### src/rtl/stopwatch_lap.sv
// BCD stopwatch with configurable seconds digits and a recallable lap buffer.
// Optional STOPWATCH_AUTOSTOP_EN saturates at all-9s and forces PAUSE instead of rolling over.
module stopwatch_lap #(
  parameter int unsigned CLK_FREQ   = 50_000_000,
  parameter int unsigned SEC_DIGITS = 2,
  parameter int unsigned LAP_DEPTH  = 4,
  localparam int unsigned ND        = SEC_DIGITS + 2,
  localparam int unsigned DW        = 4 * ND,
  localparam int unsigned CW        = $clog2(LAP_DEPTH + 1)
) (
  input  logic          clk,
  input  logic          reset,
  input  logic          i_enable,
  input  logic          i_start_btn,
  input  logic          i_lap_btn,
  output logic [DW-1:0] o_display,
  output logic          o_running,
  output logic [CW-1:0] o_lap_cnt,
  output logic          o_lap_full,
  output logic [CW-1:0] o_view_idx,
  output logic          o_wrap,
  output logic          o_finish
);

  localparam int unsigned Ticks = CLK_FREQ / 100;
  localparam int unsigned PW    = $clog2(Ticks);

  typedef enum logic [1:0] {StIdle, StArmed, StRun, StPause} state_e;

  state_e        r_state;
  logic [PW-1:0] r_presc;
  logic [DW-1:0] r_time;
  logic [DW-1:0] r_lap [LAP_DEPTH];
  logic [CW-1:0] r_lap_cnt;
  logic [CW-1:0] r_view_idx;
  logic          r_running;
  logic          r_wrap;
  logic          r_finish;
  logic          r_start_q;
  logic          r_lap_q;

  logic          w_start_p;
  logic          w_lap_p;
  logic          w_full;
  logic          w_tick;
  logic          w_all9;
  logic [DW-1:0] w_time_inc;
  logic [DW-1:0] w_display;

  assign w_start_p = i_start_btn & ~r_start_q;
  assign w_lap_p   = i_lap_btn & ~r_lap_q;
  assign w_full    = (r_lap_cnt == CW'(LAP_DEPTH));
  assign w_tick    = (r_state == StRun) && (r_presc == PW'(Ticks - 1));

  // Ripple BCD increment; carry out of the top digit means the time was all 9s.
  always_comb begin
    logic carry;
    carry      = 1'b1;
    w_time_inc = r_time;
    for (int i = 0; i < int'(ND); i++) begin
      if (carry) begin
        if (r_time[4*i +: 4] == 4'd9) begin
          w_time_inc[4*i +: 4] = 4'd0;
        end else begin
          w_time_inc[4*i +: 4] = r_time[4*i +: 4] + 4'd1;
          carry                = 1'b0;
        end
      end
    end
    w_all9 = carry;
  end

  always_comb begin
    w_display = r_time;
    for (int i = 0; i < int'(LAP_DEPTH); i++) begin
      if (r_view_idx == CW'(i + 1)) w_display = r_lap[i];
    end
  end

  always_ff @(posedge clk or posedge reset) begin
    if (reset) begin
      r_state    <= StIdle;
      r_presc    <= '0;
      r_time     <= '0;
      for (int i = 0; i < int'(LAP_DEPTH); i++) r_lap[i] <= '0;
      r_lap_cnt  <= '0;
      r_view_idx <= '0;
      r_running  <= 1'b0;
      r_wrap     <= 1'b0;
      r_finish   <= 1'b0;
      r_start_q  <= 1'b0;
      r_lap_q    <= 1'b0;
    end else begin
      r_start_q <= i_start_btn;
      r_lap_q   <= i_lap_btn;
      r_finish  <= ~i_enable;
      r_wrap    <= 1'b0;
      // Mode switch off overrides everything, including presses this cycle.
      if (!i_enable || r_state == StIdle) begin
        r_state    <= i_enable ? StArmed : StIdle;
        r_presc    <= '0;
        r_time     <= '0;
        for (int i = 0; i < int'(LAP_DEPTH); i++) r_lap[i] <= '0;
        r_lap_cnt  <= '0;
        r_view_idx <= '0;
        r_running  <= 1'b0;
      end else begin
        unique case (r_state)
          StArmed: begin
            r_presc <= '0;
            r_time  <= '0;
            if (w_start_p) begin
              r_state   <= StRun;
              r_running <= 1'b1;
            end
          end
          StRun: begin
            if (w_start_p) begin
              r_state   <= StPause;
              r_running <= 1'b0;
            end else begin
              if (w_lap_p && !w_full) begin
                for (int i = 0; i < int'(LAP_DEPTH); i++) begin
                  if (r_lap_cnt == CW'(i)) r_lap[i] <= r_time;
                end
                r_lap_cnt <= r_lap_cnt + CW'(1);
              end
              if (w_tick) begin
                r_presc <= '0;
                r_wrap  <= w_all9;
`ifdef STOPWATCH_AUTOSTOP_EN
                if (w_all9) begin
                  r_state   <= StPause;
                  r_running <= 1'b0;
                end else begin
                  r_time <= w_time_inc;
                end
`else
                r_time <= w_time_inc;
`endif
              end else begin
                r_presc <= r_presc + PW'(1);
              end
            end
          end
          StPause: begin
            if (w_start_p) begin
              r_state    <= StRun;
              r_running  <= 1'b1;
              r_view_idx <= '0;
            end else if (w_lap_p) begin
              r_view_idx <= (r_view_idx == r_lap_cnt) ? '0 : r_view_idx + CW'(1);
            end
          end
          default: r_state <= StIdle;
        endcase
      end
    end
  end

  assign o_display  = w_display;
  assign o_running  = r_running;
  assign o_lap_cnt  = r_lap_cnt;
  assign o_lap_full = w_full;
  assign o_view_idx = r_view_idx;
  assign o_wrap     = r_wrap;
  assign o_finish   = r_finish;

endmodule

### config.mk
export PLATFORM = sky130hd
export DESIGN_NAME = stopwatch_lap
export DESIGN_NICKNAME = d
export VERILOG_FILES = /design/src/rtl/stopwatch_lap.sv
export SDC_FILE = /design/constraint.sdc
export NUM_CORES = 1
export LEC_CHECK = 0
export CORE_AREA = 4 4 109 111
export CTS_BUF_LIST = sky130_fd_sc_hd__clkbuf_8
export DETAILED_ROUTE_END_ITERATION = 6
export DIE_AREA = 0 0 113 115
export MAX_ROUTING_LAYER = met4
export PLACE_DENSITY = 0.89
export SLEW_MARGIN = 40
export SYNTH_ARGS = -nofsm -noshare
export SYNTH_HDL_FRONTEND = slang
export SYNTH_SLANG_ARGS = --single-unit
### constraint.sdc
create_clock -name clk -period 3.4 [get_ports clk]
set_input_delay 0.68 -clock clk [delete_from_list [all_inputs] [get_ports clk]]
set_output_delay 0.68 -clock clk [all_outputs]
set_load 0.01 [all_outputs]
==> reports/qor.yml <==
synth-seq-cells: 112
p_total_mw: 2.22
fin_tns_setup_ns: 0
rsz0062_at_grt: "true"
firstDrtPassIters: 5
finalCriticalPeriod_ns: 3.28
h-tree-depth: 3
via_count: 4912
fin_ws_ns: 0.122
min_period_over_period_pct: 96.4
worstPathRequired_ns: 2.72
synth_edf_count: 0
cellPowerDensity_nw_per_um2: 332
synth_fp_nets: 701
end_kind: "output port"
hp-class: "register to register"
fin_util_pct: 62.0
syn_avg_cell_area_sq_um: 8.94
initial_core_util_pct: 56.1
synth_compound_area_share_pct: 14.0
fin_skew_ns: 0.0177
n_fill_cell: 861
dp_hpwl_um: 9350
netlist_area_sq_um: 6050
cts.sinks: 112
layout_commonest_cell: "nand2_1"
yosys.area_share.adder_pct: 3.93
vdd_drop_max_mv: 0.267
path_clk_slew_ns: 0.11
rows: 38
yosysWarnings: 0
netlist_instances: 677
grt_start_max_net_pins: 63
grt_usage_pct: 22.6
r2r_cells: 5
vias_per_cell: 5.91
cts_buffer_depth: 2
drv_slew: 0
crit_type: "register to output port"
drt_wl_total_um: 13600
ios: 31
cts_tree: "built"
root_buffer: "clkbuf_8"
grt_first_pass_wirelength_um: 23300
start_kind: "register"
dpl_cell_area_sq_um: 6400
synth_top_family_by_area: "simple AND/OR/NAND/NOR gates"
drt_iter0_markers: 524
die_height_um: 115
place.gp.congestion: 0.869
ys_types: 56
fmax_mhz: 305
nets: 710
holdPathStages: 2
final_cell_mix: "nand2_1 (122), dfrtp_1 (111), a21oi_1 (90)"
postCtsHoldBufs: 0
die_area_sq_um: 13000
setup_viol: 0
drive_above_1_share_pct: 8.68
antenna_found_initial: 0
drc: 0
seqCellArea_sq_um: 2800
final_area_sq_um: 6690
outcome: "completed"
chipWidth_um: 113
detail-route-antenna-nets: 0
syn2layout_area_growth_pct: 10.5
routedWlPerCell_um: 16.4
dp_slack_ns: 0.258
portBuffers: 30
synthTopCellsByArea: "dfrtp_1 (46%), nand2_1 (7.6%), a21oi_1 (7.4%)"
synth_top_area_share_pct: 46.3
leakage_nw: 3.02
yosysSeqAreaShare_pct: 46.3
synth_ff_type: "dfrtp_1"
relSlewSlack_pct: 49.8
core_area_sq_um: 10800
multi_input_area_sq_um: 2960
cap_viol_max_count: 0
cts_buffers: 9
synthArstFlopShare_pct: 100
synth_mux_area_share_pct: 5.64
critical_path_arrival_ns: 2.60
synthSimpleGateAreaFrac_pct: 21.9
diodes: 0
grt_pass1_vias: 4931
worst-path-max-fanout: 32
synth_xor_area_share_pct: 2.75
final-hold-violation-count: 0
clock_latency_ns: 0.40
grt_overflow: 0
tightestPinTransition_ns: 0.751
synth_top_cell_by_area: "dfrtp_1"
-- metal layers --
metal	track usage, %	wire length [um]	up-vias
li1	-	-	2314
met3	4.53	727	18
met4	7.29	172	0
met1	27.9	5820	2430
met5	-	0	-
met2	37.5	6910	150
-- power by group --
group | switching (mW) | leakage (nW) | internal, mW
logic | 0.0704 | 1.38 | 0.0215
clock network | 0.502 | 0.0899 | 0.282
registers | 0.00902 | 1.55 | 1.34
total | 0.581 | 3.02 | 1.64
-- stage by stage --
step | instances | hold slack, ns
2_1_floorplan | 677 | 0.476
3_3_place_gp | 811 | 0.497
3_5_place_dp | 811 | 0.514
4_1_cts | 831 | 0.530
5_1_grt | 831 | 0.547
6_report | 831 | 0.529
-- cell type report --
class,instances,area share (%)
clock inverters,7,0.954
inverters,16,0.954
repair buffers,48,7.41
clock buffers,9,1.85
multi-input cells,499,44.3
well taps,140,2.62
flip-flops and latches,112,41.9
-- kinds of logic (layout without fill, tap and decap cells) --
kind of cell / count (synthesis) / in the layout
adders and majority gates: 19 / 19
xor gates and xnor gates: 19 / 19
and+or+nand+nor: 281 / 281
buffers and inverters: 66 / 80
DFF: 112 / 112
muxes: 34 / 34
AOI/OAI and AO/OA: 146 / 146
-- synth_stat cells (9+ instances only) --
cell and number:
a211oi_1 16, a21oi_1 90, buf_2 11, buf_4 9
clkbuf_1 22, dfrtp_1 112, ha_1 19, inv_1 16
mux2i_1 33, nand2_1 122, nand3_1 21, nor2_1 78
o21ai_0 15, o31ai_1 10, xor2_1 11
-- state kept, by name, summed over array words and instances (netlist names) --
register	cells
r_lap	64
r_presc	19
r_time	16
o_lap_cnt	3
o_view_idx	3
r_state	2
o_finish	1
o_running	1
o_wrap	1
r_lap_q	1
r_start_q	1
-- worst paths after layout --
check                           endpoint  slack [ns]           from
min                            r_lap[43]        0.53      r_lap[43]
max reg2reg                    r_lap[63]        1.05     r_state[0]
max                        o_display[15]        0.12  o_view_idx[1]
min in group asynchronous    r_presc[16]        0.72          reset
min reg2reg                    r_lap[43]        0.53      r_lap[43]
max in group asynchronous  o_view_idx[0]        1.95          reset
-- worst max-delay path: stages (launching register included) --
cell and delay (ns):
dfrtp_1 0.41, buf_4 0.16, ha_1 0.18, ha_1 0.17, buf_4 0.24, a211oi_1 0.25
a21oi_1 0.07, a21oi_1 0.16, clkdlybuf4s50_1 0.55
-- timing repair --
item	in CTS	in global routing
setup buffers	4	0
resized for setup	1	12
endpoints found under the setup margin	16	16
pin swaps	0	1
No activity file was read; power rests on OpenSTA's default activity.
